--- config.mk ---
export PLATFORM = sky130hd
export DESIGN_NAME = unified_mem_arbiter
export DESIGN_NICKNAME = d
export VERILOG_FILES = /design/src/rtl/unified_mem_arbiter_pkg.sv /design/src/rtl/unified_mem_arbiter_burst_counter.sv /design/src/rtl/unified_mem_arbiter.sv
export SDC_FILE = /design/constraint.sdc
export NUM_CORES = 1
export LEC_CHECK = 0
export CAP_MARGIN = 20
export CORE_ASPECT_RATIO = 0.75
export CORE_MARGIN = 4
export CORE_UTILIZATION = 60
export CTS_BUF_LIST = sky130_fd_sc_hd__clkbuf_16
export CTS_CLUSTER_DIAMETER = 40
export DETAILED_ROUTE_END_ITERATION = 12
export DONT_BUFFER_PORTS = 1
export PLACE_DENSITY_LB_ADDON = 0.25
export SLEW_MARGIN = 5
export SYNTH_ARGS = -nofsm -noshare
export SYNTH_HDL_FRONTEND = slang
export SYNTH_SLANG_ARGS = --single-unit
--- constraint.sdc ---
create_clock -name clk -period 1.8 [get_ports clk]
set_input_delay 0.45 -clock clk [delete_from_list [all_inputs] [get_ports clk]]
set_output_delay 0.45 -clock clk [all_outputs]
set_load 0.01 [all_outputs]
--- src/rtl/unified_mem_arbiter_pkg.sv ---
// Shared types for the unified fetch/data memory arbiter.
// State encoding, grant source and burst counter width.
package Mem_Arbiter_enum;

    typedef enum logic [1:0] {
        IDLE  = 2'd0,
        FETCH = 2'd1,
        DATA  = 2'd2,
        RESP  = 2'd3
    } state_t;

    typedef enum logic {
        GNT_FETCH = 1'b0,
        GNT_DATA  = 1'b1
    } gnt_t;

    // Wide enough for the largest allowed MAX_DATA_BURST (15).
    localparam int BURST_CNT_W = 4;

endpackage

--- src/rtl/unified_mem_arbiter_burst_counter.sv ---
// Saturating count of back-to-back data grants taken while a fetch waits.
// Updates one cycle after clr/inc; sat is combinational from the count.
module burst_counter
    import Mem_Arbiter_enum::*;
#(
    parameter int MAX_DATA_BURST = 4
) (
    input  logic clk,
    input  logic rst,
    input  logic clr,
    input  logic inc,
    output logic sat
);

    logic [BURST_CNT_W-1:0] count;

    always_ff @(posedge clk) begin
        if (!rst) begin
            count <= '0;
        end else if (clr) begin
            count <= '0;
        end else if (inc && !sat) begin
            count <= count + 1'b1;
        end
    end

    assign sat = (count >= BURST_CNT_W'(MAX_DATA_BURST));

endmodule

--- src/rtl/unified_mem_arbiter.sv ---
// Shares one single-port memory between instruction fetch and load/store, data first with a fetch starvation guard.
// Grant edge -> mem_req next cycle; ack -> completion pulse next cycle; requesters hold their request until the pulse.
module unified_mem_arbiter
    import Mem_Arbiter_enum::*;
#(
    parameter int DATA_WIDTH     = 32,
    parameter int ADDR_WIDTH     = 32,
    parameter int MAX_DATA_BURST = 4
) (
    input  logic                  clk,
    input  logic                  rst,
    input  logic                  if_req,
    input  logic [ADDR_WIDTH-1:0] if_addr,
    output logic [DATA_WIDTH-1:0] if_rdata,
    output logic                  if_valid,
    input  logic                  d_read,
    input  logic                  d_write,
    input  logic [ADDR_WIDTH-1:0] d_addr,
    input  logic [DATA_WIDTH-1:0] d_wdata,
    output logic [DATA_WIDTH-1:0] d_rdata,
    output logic                  d_done,
    output logic                  mem_req,
    output logic                  mem_we,
    output logic [ADDR_WIDTH-1:0] mem_addr,
    output logic [DATA_WIDTH-1:0] mem_wdata,
    input  logic [DATA_WIDTH-1:0] mem_rdata,
    input  logic                  mem_ack,
    output logic                  busy
);

    state_t state;
    state_t state_next;
    gnt_t   gnt_src;
    logic   grant_fetch;
    logic   grant_data;
    logic   data_pend;
    logic   burst_sat;
    logic   burst_clr;
    logic   burst_inc;

    assign data_pend = d_read | d_write;

    always_comb begin
        state_next  = state;
        grant_fetch = 1'b0;
        grant_data  = 1'b0;
        case (state)
            IDLE: begin
                if (data_pend && !burst_sat) begin
                    grant_data = 1'b1;
                end else if (if_req) begin
                    grant_fetch = 1'b1;
                end else if (data_pend) begin
                    grant_data = 1'b1;
                end
                if (grant_data) begin
                    state_next = DATA;
                end else if (grant_fetch) begin
                    state_next = FETCH;
                end
            end
            FETCH, DATA: begin
                if (mem_ack) begin
                    state_next = RESP;
                end
            end
            RESP:    state_next = IDLE;
            default: state_next = IDLE;
        endcase
    end

    // Data grants only count against fetch while a fetch is actually waiting.
    assign burst_inc = grant_data & if_req;
    assign burst_clr = grant_fetch | (grant_data & ~if_req);

    burst_counter #(
        .MAX_DATA_BURST(MAX_DATA_BURST)
    ) u_burst_counter (
        .clk (clk),
        .rst (rst),
        .clr (burst_clr),
        .inc (burst_inc),
        .sat (burst_sat)
    );

    always_ff @(posedge clk) begin
        if (!rst) begin
            state     <= IDLE;
            gnt_src   <= GNT_FETCH;
            mem_req   <= 1'b0;
            mem_we    <= 1'b0;
            mem_addr  <= '0;
            mem_wdata <= '0;
            if_rdata  <= '0;
            d_rdata   <= '0;
        end else begin
            state <= state_next;
            if (grant_data) begin
                gnt_src   <= GNT_DATA;
                mem_req   <= 1'b1;
                mem_we    <= d_write;
                mem_addr  <= d_addr;
                mem_wdata <= d_wdata;
            end else if (grant_fetch) begin
                gnt_src   <= GNT_FETCH;
                mem_req   <= 1'b1;
                mem_we    <= 1'b0;
                mem_addr  <= if_addr;
                mem_wdata <= '0;
            end
            if ((state == FETCH || state == DATA) && mem_ack) begin
                mem_req <= 1'b0;
                if (state == FETCH) begin
                    if_rdata <= mem_rdata;
                end else if (!mem_we) begin
                    d_rdata <= mem_rdata;
                end
            end
        end
    end

    assign if_valid = (state == RESP) && (gnt_src == GNT_FETCH);
    assign d_done   = (state == RESP) && (gnt_src == GNT_DATA);
    assign busy     = (state != IDLE);

endmodule

# After elaboration in Yosys (flattened, before gate mapping)

Index checks and enable logic that the tools add are counted.

Register bits: 137
Output and inout bits: 133

Multiplexer cells: 22
Add/subtract/negate cells: 1
Bitwise gates (word level): 9
Eq/ne operators: 5
$lt $le $gt $ge: 1
Reduce and logical (&&, ||, !) cells: 16

Operators by type and width:

| operator              | number |
|---|---|
| $mux W32              | 4 |
| $mux W1               | 14 |
| $mux W2               | 3 |
| $pmux W2 S3           | 1 |
| $reduce_or A2 Y1      | 3 |
| $logic_and A1 B1 Y1   | 5 |
| $not A1 Y1            | 5 |
| $add A4 B1 Y4 const B | 1 |
| $eq A2 B2 Y1 const B  | 2 |
| $ge A4 B3 Y1 const B  | 1 |
| $reduce_and A2 Y1     | 2 |
| $reduce_bool A2 Y1    | 2 |
| $ne A3 B3 Y1 const B  | 1 |
| $reduce_and A3 Y1     | 1 |
| $and A1 B1 Y1         | 2 |
| $eq A2 B1 Y1 const B  | 1 |
| $logic_not A2 Y1      | 1 |
| $ne A2 B2 Y1 const B  | 1 |
| $or A1 B1 Y1          | 2 |
| $logic_not A1 Y1      | 1 |
| $logic_or A1 B1 Y1    | 1 |

# Depth between registers and ports, before layout

Depth in word-level cells: 9
Gate-level depth with buffers: 9
Gate-level depth less buffers: 6

# Modules after synthesis

From an unflattened synthesis, not the netlist that was laid out.

Cell total of the unflattened synthesis: 631
Area, all modules: 5431.5 µm²

By module, submodules not included:

| module              | cells each | instances | area each (µm²) | seq. area each (µm²) |
|---|---|---|---|---|
| unified_mem_arbiter | 612        | 1         | 5245.0          | 2662.6 |
| burst_counter       | 19         | 1         | 186.4           | 80.1 |

# Least setup slack after synthesis

OpenSTA, ideal clock, no wires.

Path kind: reg-to-reg
From: reg state[0]
To: reg d_rdata[22]
Path buffers: 2
Slack: 0.143 ns
Data arrival time: 1.535 ns
Clock period less this slack: 1.657 ns
Cell stages (with the launch flop): 9
Cells stage by stage: dfxtp_1 > inv_1 > ha_1 > nand2_1 > or3_1 > clkbuf_1 > buf_2 > nand2_1 > a21boi_0

Longest elaborated chain between the ends: 4
Elaborated cells between the ends (all ways): 6
Those cells by class: 2 x eq/ne; 1 x bitwise; 3 x reduce/logical

RTL lines:

| item                                         | line                                                   | text |
|---|---|---|
| start, declared                              | unified_mem_arbiter.sv:31                              | `state_t state;` |
| start signal, assigned                       | unified_mem_arbiter.sv:97                              | `state <= state_next;` |
| $eq A2 B1 Y1 or $eq A2 B2 Y1 (tied branches) | unified_mem_arbiter.sv:111, unified_mem_arbiter.sv:113 |  |
| $logic_or A1 B1 Y1                           | unified_mem_arbiter.sv:111                             | `if ((state == FETCH \|\| state == DATA) && mem_ack) begin` |
| $logic_and A1 B1 Y1                          | unified_mem_arbiter.sv:111                             |  |
| $reduce_and A3 Y1 (no source line) (*)       | n/a                                                    |  |
| end signal, assigned                         | unified_mem_arbiter.sv:116                             | `d_rdata <= mem_rdata;` |
| end, declared                                | unified_mem_arbiter.sv:20                              | `output logic [DATA_WIDTH-1:0] d_rdata,` |

Mark *: on every way between the ends. The rest lies on a longest branch, timed or not.
A chain may end at the register's enable or synchronous reset.

# Worst setup path after layout

From: reg state[1]
To: reg d_rdata[26]

Same word-level chain as after synthesis.

==> flow_metrics.py <==
metrics = {
    "sta": {
        "finalClockSkew_ps": 7.53,
        "tightest_slew_ps": 707,
        "clock.fmax_mhz": 589,
        "slew_headroom_pct": 52.9,
        "tns_ps": 0,
        "setup_viol": 0,
        "post-route-min-period_ps": 1700,
        "slew_violations": 0,
        "hold_viol_final": 0,
        "fin_crit_sh_pct": 94.3,
    },
    "clocking": {
        "cts-root-buf": "clkbuf_16",
        "cts-htree-levels": 4,
        "worstSkewPairLatency_ps": 410,
        "numClockSinks": 137,
        "holdBufCountCts": 0,
        "clk_pin_slew_ps": 60,
        "cts_tree": "built",
        "cts_buffers": 17,
        "cts_max_path_buffers": 2,
    },
    "routing": {
        "drc_errors": 0,
        "firstDrtPassIters": 5,
        "via_per_inst": 5.82,
        "num_vias": 4359,
        "drt.antenna.violating_nets": 0,
        "drt_iter0_markers": 301,
        "totalWireLength_um": 14300,
        "wl_per_cell_um": 19.0,
    },
    "setup_path": {
        "r2r_slack_ps": 100,
        "cp_num_buf_inv": 4,
        "crit_arrival_ps": 2020,
        "r2r_start": "state[1]",
        "rr_worst_depth": 9,
        "crit_start": "state[1]",
        "worst-path-max-fanout": 8,
        "cp_top_family": "buffers and inverters",
        "r2r_end": "d_rdata[26]",
        "startpoint_type": "flop",
        "end_kind": "flop",
        "worstPathRequired_ps": 2130,
        "crit_slowest_cell": "dfxtp_1",
        "path_class": "reg -> reg",
        "slowest_delay_ps": 350,
        "path_common_cell": "nand2_1",
        "crit_path_cell_trace": "inv_1 -> ha_4 -> nand2_1 -> buf_4 -> nor3_4 -> buf_12 -> clkbuf_16 -> nand2_1 -> a21boi_0",
    },
    "floorplan": {
        "initial_core_util_pct": 61.8,
        "placementRows": 30,
        "ioPinCount": 267,
        "die_w_um": 120,
        "design.core.area_um2": 9080,
        "die_height_um": 91.8,
        "die_area_um2": 11000,
    },
    "placement": {
        "port_buffers": 0,
        "dp_hpwl_um": 9900,
        "gp_congestion": 0.770,
    },
    "cells_and_area": {
        "diodes": 0,
        "syn2layout_area_growth_pct": 12.8,
        "final-seq-area_um2": 2740,
        "drive_gt1_share_pct": 18.0,
        "final_nets": 747,
        "nFillCells": 694,
        "multi_input_area_um2": 2590,
    },
    "logic_synthesis": {
        "synth_warnings": 0,
        "syn_area_um2": 5610,
        "netlist.area_leader.share_pct": 48.9,
        "ys_seq_area_share_pct": 48.9,
        "synth_nets": 761,
        "ys_top_cells_by_area": "dfxtp_1, nand2_1, a21oi_2",
        "synth_cells": 623,
        "synth_top_cell_by_area": "dfxtp_1",
        "ys_ff_latch": 137,
        "yosysUniqueCellTypes": 36,
        "synth_area_per_cell_um2": 9.01,
    },
    "global_route": {
        "gr-total-overflow": 0,
        "grt_usage_pct": 24.9,
        "antenna_found_initial": 0,
        "grt_max_degree": 136,
        "grt_pass1_wl_um": 21900,
        "grt_pass1_vias": 4302,
    },
    "power_and_ir_drop": {
        "ir_worst_vdd_v": 0.000990,
        "power.leakage_nw": 2.23,
        "power_mw": 10.3,
        "power_density_nw_per_um2": 1630,
    },
    "worst_hold_path": {
        "hp-class": "in -> reg",
        "worstHoldPathCells": 2,
        "whs_endpoint": "d_rdata[15]",
        "min_from": "mem_rdata[15]",
    },
    "run_status": {
        "status": "completed",
    },
    "flow_run": {
        "max_cap_violations": 0,
    },
}
==> cell usage after synthesis (all sizes together) <==
| master | count |
|---|---|
| a21boi | 65 |
| a21o | 1 |
| a21oi | 67 |
| a22oi | 33 |
| a32oi | 1 |
| a41oi | 1 |
| and2 | 2 |
| and3 | 1 |
| buf | 29 |
| clkbuf | 22 |
| dfxtp | 137 |
| ha | 4 |
| inv | 7 |
| mux2i | 1 |
| nand2 | 164 |
| nand3 | 1 |
| nor2 | 6 |
| nor2b | 35 |
| nor3 | 1 |
| o211a | 1 |
| o211ai | 2 |
| o21ai | 35 |
| o221a | 1 |
| o22ai | 1 |
| o31ai | 1 |
| or2 | 1 |
| or3 | 2 |
| xor2 | 1 |
==> how the worst max path moves through the flow <==
stage / slack [ps] / to / depth (start not counted)
after floorplan: 140 / d_rdata[22] / 8
after global placement: -8 / mem_wdata[14] / 3
after detailed placement: -110 / mem_wdata[28] / 3
after CTS: 30 / d_rdata[30] / 7
after global routing: -10 / d_rdata[16] / 9
final: 100 / d_rdata[26] / 9
==> cells in the final DEF, fill, tap and decap left out, types with 2 or more instances in the layout <==
cell         n
a22oi_1     33
ha_1         3
and2_1       2
clkinv_2     3
nor2_1       5
or3_1        2
clkbuf_16   19
a21oi_2     60
buf_12       7
nor2b_1     35
clkinv_1     4
a21boi_1    24
o21ai_0     34
dfxtp_1    136
inv_1        9
bufinv_16    2
a21oi_1      6
a21boi_0    41
buf_4        7
nand2_1    164
==> power breakdown <==
| group | internal, mW | switching, mW |
|---|---|---|
| Clock | 1.99 | 1.21 |
| Combinational | 1.10 | 1.48 |
| Sequential | 3.73 | 0.843 |
| Total | 6.82 | 3.53 |
==> through the flow <==
stage,hold slack [ps],instance area (um2),utilization [%],worst slack [ps],std cells
floorplan,424,5610,-,143,623
global placement,438,5690,62.6,-8.07,714
detailed placement,462,5690,62.6,-114,714
CTS,163,6230,68.6,25.6,745
global route,157,6330,69.7,-14.5,749
finish,174,6330,69.7,103,749
==> what timing repair did <==
| item | CTS | global route |
|---|---|---|
| gates cloned | 0 | 2 |
| pin swaps | 0 | 1 |
| setup endpoints to repair | 1 | 59 |
| resized for setup | 1 | 3 |
| endpoints found under the hold margin | 0 | 0 |
| setup buffers | 0 | 1 |
==> cell type report <==
cell class              instances  share of cell area, %
well taps                     128                   2.53
clock inverters                14                   1.86
multi-input cells             428                   40.9
clock buffers                  17                   6.72
flip-flops and latches        137                   43.3
repair buffers                 18                   4.25
inverters                       7                  0.415
==> registers in the layout, indices dropped and copies added, names as in the netlist <==
signal	flops
state	2
mem_we	1
mem_req	1
mem_wdata	32
mem_addr	32
if_rdata	32
gnt_src	1
d_rdata	32
u_burst_counter.count	4
==> metal layers <==
layer / routed length [um] / vias to the layer above / part of all wire [%] / GRT usage [%]
li1: - / 2080 / - / -
met1: 5070 / 2034 / 36 / 26.2
met2: 7400 / 220 / 52 / 44.6
met3: 1470 / 25 / 10 / 10.3
met4: 320 / 0 / 2.2 / 9.25
met5: 0 / - / 0 / 0
==> cells by family after synthesis <==
group / count (synthesis) / synth area share (%)
AO/OA/AOI/OAI: 209 / 28.3
buffers and inverters: 58 / 5.33
adder cells (fa/ha/maj): 4 / 0.892
AND/OR/NAND/NOR: 213 / 16.3
multiplexers: 1 / 0.178
flip-flops: 137 / 48.9
XOR/XNOR: 1 / 0.156
==> worst register-to-register path: stages, from the launching register on <==
cell and delay (ps):
dfxtp_1 350, inv_1 90, ha_4 300, nand2_1 60, buf_4 140, nor3_4 200
buf_12 150, clkbuf_16 150, nand2_1 60, a21boi_0 140
(Power assumes the default switching activity.)
